$ cat src/rtl/cdec8_res_dump_tx_if.sv
// Resource-observation and UART port bundle for the CDEC8 debug dump reader.
// master is the dump reader; slave is the data path / top-level side.
interface cdec8_res_dump_tx_if;
  logic       trigger;
  logic [7:0] resad;
  logic [7:0] resdt;
  logic       tx;
  logic       busy;
  logic       done;

  modport master (input trigger, input resdt, output resad, output tx, output busy, output done);
  modport slave  (output trigger, output resdt, input resad, input tx, input busy, input done);
endinterface

$ cat src/rtl/cdec8_res_dump_tx.sv
// Scans resource addresses 0..RES_LAST on trigger and ships header, data bytes
// and an 8-bit additive checksum as one UART 8N1 frame.
module cdec8_res_dump_tx #(
  parameter int         CLK_DIV  = 434,
  parameter logic [7:0] RES_LAST = 8'h0F,
  parameter logic [7:0] HDR_BYTE = 8'hA5
) (
  input  logic clock,
  input  logic reset,
  cdec8_res_dump_tx_if.master bus
);

  localparam int             BW       = (CLK_DIV > 1) ? $clog2(CLK_DIV) : 1;
  localparam logic [BW-1:0]  BAUD_TOP = BW'(CLK_DIV - 1);

  typedef enum logic [2:0] {IDLE, HDR, SETUP, CAPT, DATA, CSUM, FIN} state_t;

  state_t        state, state_d;
  logic [BW-1:0] baud, baud_d;
  logic [3:0]    bit_cnt, bit_d;
  logic [9:0]    frame, frame_d;
  logic [7:0]    addr, addr_d;
  logic [7:0]    csum, csum_d;
  logic          tx_q, tx_d;
  logic          busy_q, busy_d;
  logic          done_q, done_d;
  logic [7:0]    resad_q, resad_d;

  logic sending, bit_end, byte_end;

  // Bits are shifted out of frame[0]: start(0), b[0..7], stop(1).
  function automatic logic [9:0] uart_frame(input logic [7:0] b);
    return {1'b1, b, 1'b0};
  endfunction

  assign sending  = (state == HDR) || (state == DATA) || (state == CSUM);
  assign bit_end  = (baud == '0);
  assign byte_end = bit_end && (bit_cnt == 4'd9);

  // NOTE: every variable gets a default before the case so no latch is inferred.
  always_comb begin
    state_d = state;
    baud_d  = baud;
    bit_d   = bit_cnt;
    frame_d = frame;
    addr_d  = addr;
    csum_d  = csum;
    tx_d    = 1'b1;
    busy_d  = busy_q;
    done_d  = 1'b0;
    resad_d = resad_q;

    // Shared bit timer; counter reloads at each boundary so bit periods never drift.
    if (sending) begin
      tx_d = frame[0];
      if (bit_end) begin
        baud_d = BAUD_TOP;
        if (!byte_end) begin
          bit_d   = bit_cnt + 4'd1;
          frame_d = {1'b1, frame[9:1]};
          tx_d    = frame_d[0];
        end
      end else begin
        baud_d = baud - BW'(1);
      end
    end

    case (state)
      IDLE, FIN: begin
        busy_d  = 1'b0;
        state_d = IDLE;
        // FIN also samples trigger so a held trigger restarts with no idle cycle.
        if (bus.trigger) begin
          state_d = HDR;
          frame_d = uart_frame(HDR_BYTE);
          baud_d  = BAUD_TOP;
          bit_d   = 4'd0;
          tx_d    = 1'b0;
          busy_d  = 1'b1;
          csum_d  = 8'h00;
          addr_d  = 8'h00;
          resad_d = 8'h00;
        end
      end
      HDR: begin
        if (byte_end) begin
          state_d = SETUP;
          resad_d = addr;
          tx_d    = 1'b1;
        end
      end
      SETUP: state_d = CAPT;
      CAPT: begin
        state_d = DATA;
        frame_d = uart_frame(bus.resdt);
        csum_d  = csum + bus.resdt;
        baud_d  = BAUD_TOP;
        bit_d   = 4'd0;
        tx_d    = 1'b0;
      end
      DATA: begin
        if (byte_end) begin
          if (addr == RES_LAST) begin
            state_d = CSUM;
            frame_d = uart_frame(csum);
            baud_d  = BAUD_TOP;
            bit_d   = 4'd0;
            tx_d    = 1'b0;
          end else begin
            state_d = SETUP;
            addr_d  = addr + 8'd1;
            resad_d = addr + 8'd1;
            tx_d    = 1'b1;
          end
        end
      end
      CSUM: begin
        if (byte_end) begin
          state_d = FIN;
          done_d  = 1'b1;
          busy_d  = 1'b0;
          resad_d = 8'h00;
          tx_d    = 1'b1;
        end
      end
      default: state_d = IDLE;
    endcase
  end

  // NOTE: sequential state uses non-blocking assignments only.
  always_ff @(posedge clock or posedge reset) begin
    if (reset) begin
      state   <= IDLE;
      baud    <= '0;
      bit_cnt <= 4'd0;
      frame   <= '1;
      addr    <= 8'h00;
      csum    <= 8'h00;
      tx_q    <= 1'b1;
      busy_q  <= 1'b0;
      done_q  <= 1'b0;
      resad_q <= 8'h00;
    end else begin
      state   <= state_d;
      baud    <= baud_d;
      bit_cnt <= bit_d;
      frame   <= frame_d;
      addr    <= addr_d;
      csum    <= csum_d;
      tx_q    <= tx_d;
      busy_q  <= busy_d;
      done_q  <= done_d;
      resad_q <= resad_d;
    end
  end

  assign bus.tx    = tx_q;
  assign bus.busy  = busy_q;
  assign bus.done  = done_q;
  assign bus.resad = resad_q;

endmodule

$ cat src/flat_wrapper.sv
// flat-port wrapper written by rule: the top's interface ports become plain ports
module cdec8_res_dump_tx_flat 
#(
  parameter int         CLK_DIV  = 434,
  parameter logic [7:0] RES_LAST = 8'h0F,
  parameter logic [7:0] HDR_BYTE = 8'hA5
)
  (clock, reset, bus_trigger, bus_resdt, bus_resad, bus_tx, bus_busy, bus_done);
  cdec8_res_dump_tx_if bus_i ();
  input  logic clock;
  input  logic reset;
  input wire logic [$bits(bus_i.trigger)-1:0] bus_trigger;
  input wire logic [$bits(bus_i.resdt)-1:0] bus_resdt;
  output wire logic [$bits(bus_i.resad)-1:0] bus_resad;
  output wire logic [$bits(bus_i.tx)-1:0] bus_tx;
  output wire logic [$bits(bus_i.busy)-1:0] bus_busy;
  output wire logic [$bits(bus_i.done)-1:0] bus_done;
  assign bus_i.trigger = bus_trigger;
  assign bus_i.resdt = bus_resdt;
  assign bus_resad = bus_i.resad;
  assign bus_tx = bus_i.tx;
  assign bus_busy = bus_i.busy;
  assign bus_done = bus_i.done;
  cdec8_res_dump_tx #(.CLK_DIV(CLK_DIV), .RES_LAST(RES_LAST), .HDR_BYTE(HDR_BYTE)) u_core (.clock(clock), .reset(reset), .bus(bus_i));
endmodule
$ cat config.mk
export PLATFORM = sky130hd
export DESIGN_NAME = cdec8_res_dump_tx_flat
export DESIGN_NICKNAME = d
export VERILOG_FILES = /design/src/rtl/cdec8_res_dump_tx_if.sv /design/src/rtl/cdec8_res_dump_tx.sv /design/src/flat_wrapper.sv
export SDC_FILE = /design/constraint.sdc
export NUM_CORES = 1
export LEC_CHECK = 0
export BUFFER_PORTS_ARGS = -buffer_cell sky130_fd_sc_hd__buf_4
export CAP_MARGIN = 20
export CORE_MARGIN = 2
export CORE_UTILIZATION = 23
export DETAILED_ROUTE_END_ITERATION = 7
export SLEW_MARGIN = 10
export SYNTH_ARGS = -nofsm -noshare
export SYNTH_HDL_FRONTEND = slang
export SYNTH_SLANG_ARGS = --single-unit
$ cat constraint.sdc
create_clock -name clock -period 6.6 [get_ports clock]
set_clock_uncertainty 0.2 [all_clocks]
set_input_delay 1.32 -clock clock [delete_from_list [all_inputs] [get_ports clock]]
set_output_delay 1.32 -clock clock [all_outputs]
set_load 0.02 [all_outputs]
## Word level (Yosys, flattened, before mapping)

Index checks and enable logic that the tools add are counted.

| storage, ports and cells | value |
|---|---|
| flip-flop bits (word level) | 53 |
| output and inout bits | 11 |
| word-level logic and storage cells | 90 |

| cells by class | value |
|---|---|
| add/sub/neg operators | 4 |
| equality and inequality tests | 13 |
| multiplexer cells | 47 |
| reductions and logical operators | 16 |

Operators by type and width:

| cell | count |
|---|---|
| $mux W10 | 6 |
| $mux W9 | 5 |
| $mux W8 | 5 |
| $pmux W8 S2 | 2 |
| $pmux W8 S4 | 1 |
| $pmux W10 S3 | 1 |
| $pmux W9 S3 | 1 |
| $mux W4 | 6 |
| $pmux W3 S6 | 1 |
| $mux W1 | 12 |
| $mux W3 | 4 |
| $pmux W4 S3 | 1 |
| $eq A3 B3 Y1 const B | 3 |
| $logic_not A9 Y1 | 1 |
| $sub A9 B1 Y9 const B | 1 |
| $add A8 B1 Y8 const B | 1 |
| $add A8 B8 Y8 | 1 |
| $eq A8 B4 Y1 const B | 1 |
| $eq A3 B2 Y1 const B | 2 |
| $ne A2 B1 Y1 const B | 3 |
| $reduce_and A6 Y1 | 1 |
| $reduce_bool A2 Y1 | 3 |
| $add A4 B1 Y4 const B | 1 |
| $eq A4 B4 Y1 const B | 1 |
| other kinds (12) | 16 |

## Logic depth before layout (Yosys ltp)

| depth | value |
|---|---|
| depth after elaboration | 8 |
| mapped depth | 8 |
| mapped depth without buffers | 7 |

## Least setup slack after synthesis

Ideal clock, no wire load.

| path | value |
|---|---|
| path kind | in2reg |
| start point | input bus_resdt[2] |
| end point | register u_core.csum[7] |
| library setup time | 0.083 ns |
| arrival time | 2.795 ns |
| slack | 3.522 ns |
| stages on the path | 6 |
| buffers on the path | 0 |
| cell sequence | ha_1 > o21ai_0 > o21a_1 > or4_1 > a211o_1 > o21ai_0 |

| on the way | value |
|---|---|
| cells in the longest elaborated chain, start to end | 2 |

Ends and longest elaborated chain:

| element | line | RTL |
|---|---|---|
| from (decl) | flat_wrapper.sv:13 | `input wire logic [$bits(bus_i.resdt)-1:0] bus_resdt;` |
| $add A8 B8 Y8 | cdec8_res_dump_tx.sv:96 | `csum_d = csum + bus.resdt;` |
| $pmux W8 S2 | cdec8_res_dump_tx.sv:68 | `case (state)` |
| to (signal assigned) | cdec8_res_dump_tx.sv:149 | `csum <= csum_d;` |
| to (decl) | cdec8_res_dump_tx.sv:23 | `logic [7:0] csum, csum_d;` |

Every way passes these cells.
A chain may end at the register's enable or synchronous reset.

## Worst setup path in the final report

Same ends and word-level chain as after synthesis.

==> results.cfg <==
[sta]
setup_viol = 0
tightest_slew_ns = 0.923
maxSlewHeadroom_pct = 38.3
setup_tns_ns = 0
max_freq_mhz = 330
hold_violations = 0
hold_slack_ns = 0.308
rsz0062_at_grt = false
finalMaxSlewViolations = 0
min_period_ns = 3.03
period_share_pct = 45.9

[routing]
dr.pass1.iters = 4
drc_errors = 0
wirelength_mm = 7.03
vias_per_cell = 4.81
wl_per_cell_um = 13.6
drtIter0Drc = 138
antenna_left = 0
route.vias.total = 2492

[synthesis]
synth_edf_count = 0
syn_avg_cell_area_um2 = 9.63
ys_async_sr_fraction_pct = 100
synth_flop_cell = dfrtp_1
ys_types = 52
ys_seq_area_share_pct = 42.9
netlist_area_um2 = 3120
synth_nets = 347
synth_warnings = 0
ys_ff_latch = 53
synthCells = 324

[power]
report.power.total_uw = 636
p_leak_nw = 1.61
power_density_nw_per_um2 = 177
vdd_drop_max_mv = 0.0998

[die]
fp.dieW_um = 120
die_h_um = 120
core_um2 = 13200
design.die.area_um2 = 14500
initial_core_util_pct = 23.6
rows = 42
ios = 22

[grt]
grt_usage_pct = 10.3
grt-ovfl-total = 0
grt_pass1_vias = 2489
grt_max_degree = 54
antenna_found_initial = 0
grt_pass1_wl_mm = 12.2

[clock_tree]
cts_buffers = 5
clkTransAtPathRegs_ns = 0.07
cts.path.max_buffers = 2
worstSkewPairLatency_ns = 0.30
holdBufCountCts = 0
cts-root-buf = clkbuf_16
cts_sinks = 53
cts_tree = yes
cts-resized-gates = 0
ctsHtreeMaxLevel = 2
postCtsSetupRepairBufs = 0

[placement]
numPortBuffers = 21
hpwl_mm = 4.98
place_congestion = 0.812
dpl_cell_area_um2 = 3460

[run]
drv_cap = 0

[critical_path]
crit_type = in2reg
cp_max_fo = 4
cpMaxStageDelayCell = or4_1
end_kind = register
worstPathCellList = buf_4 > ha_1 > o21ai_0 > o21a_1 > or4_1 > a211o_1 > o21ai_0
crit_arrival_ns = 3.04
start_kind = input port
slowest_delay_ns = 0.53
cp_data_required_time_ns = 6.61
cp_common_cell = o21ai_0

[finish]
syn_to_final_growth_pct = 15.4
fin_area_um2 = 3600
final_cell_mix = dfrtp_1 (42), o21ai_0 (34), nand2_1 (33)
layout_commonest_cell = dfrtp_1
drive_gt1_share_pct = 17.3
antenna_cells = 0
final_core_util_pct = 27.2
nets = 364

[status]
status = finished, final reports clean

[min_path]
hp-class = reg2reg
-- layer usage --
metal | global-route usage (%) | share of wire, % | up-vias
met2 | 16.6 | 47 | 40
met4 | 3.34 | 1.6 | 0
li1 | - | - | 1224
met5 | 0 | 0 | -
met1 | 13.9 | 48 | 1220
met3 | 2.03 | 3.2 | 8
-- state kept, by name (all words and copies together), names as in the netlist --
signal / flops
u_core.frame: 10
u_core.baud: 9
u_core.addr: 8
u_core.bus.resad: 8
u_core.csum: 8
u_core.bit_cnt: 4
u_core.state: 3
u_core.bus.busy: 1
u_core.bus.done: 1
u_core.bus.tx: 1
-- final timing paths --
check	start	to	slack [ns]	cells past startpoint
worst max-delay path	bus_resdt[2]	u_core.csum[7]$_DFFE_PP0P_	3.57	7
worst min-delay path	u_core.bus.resad[2]$_DFFE_PP0P_	u_core.bus.resad[2]$_DFFE_PP0P_	0.31	1
worst max register to register	u_core.baud[0]$_DFF_PP0_	u_core.frame[9]$_DFF_PP1_	3.90	6
worst min register to register	u_core.bus.resad[2]$_DFFE_PP0P_	u_core.bus.resad[2]$_DFFE_PP0P_	0.31	1
max in group asynchronous	reset	u_core.bit_cnt[0]$_DFF_PP0_	4.72	3
min in group asynchronous	reset	u_core.bus.done$_DFF_PP0_	1.01	3
-- critical path: cells and delay by family --
family,cells,cell delay [ns]
AO/OA/AOI/OAI,4,0.72
adder cells (fa/ha/maj),1,0.34
buffers and inverters,1,0.12
AND/OR/NAND/NOR,1,0.53
-- power breakdown --
group          internal [mW]  total, mW  leakage (nW)  switching, mW
Clock                  0.141      0.261        0.0641          0.120
Combinational         0.0184     0.0442         0.923         0.0258
Sequential             0.328      0.331         0.624        0.00278
Total                  0.488      0.636          1.61          0.148
-- cell type report --
cell class	count	area [um^2]
Fill cell	1415	9640
Multi-Input combinational cell	247	1690
Sequential cell	53	1340
Tap cell	176	220
Timing Repair Buffer	23	173
Clock buffer	7	133
Inverter	11	41.3
Clock inverter	1	7.51
-- stage by stage --
| step | instances | setup slack (ns) |
|---|---|---|
| 3_3_place_gp | 510 | 3.33 |
| 2_1_floorplan | 324 | 3.52 |
| 5_1_grt | 518 | 3.46 |
| 3_5_place_dp | 510 | 3.28 |
| 4_1_cts | 518 | 3.59 |
| 6_report | 518 | 3.57 |
-- synthesized netlist by cell type (6+ instances only) --
cell type / number / area [um^2]
dfrtp_1: 42 / 1050
o21ai_0: 34 / 170
nand2_1: 33 / 124
nor2_1: 21 / 78.8
nand3_1: 14 / 70.1
o31ai_1: 12 / 90.1
a21oi_1: 11 / 55.1
dfstp_2: 11 / 289
ha_1: 11 / 138
inv_1: 11 / 41.3
mux2i_1: 10 / 100
o22ai_1: 9 / 56.3
clkbuf_1: 8 / 30.0
mux2_2: 7 / 78.8
xor2_1: 7 / 61.3
or3_1: 6 / 37.5
xnor2_1: 6 / 52.6
-- logic make-up after synthesis --
group | share of synthesized area, %
mux | 5.73
simple gates | 18.6
compound gates | 20.9
xor+xnor | 3.65
flops | 42.9
fa+ha+maj | 5.05
buf+inv | 3.05
No activity file was read; power rests on OpenSTA's default activity.
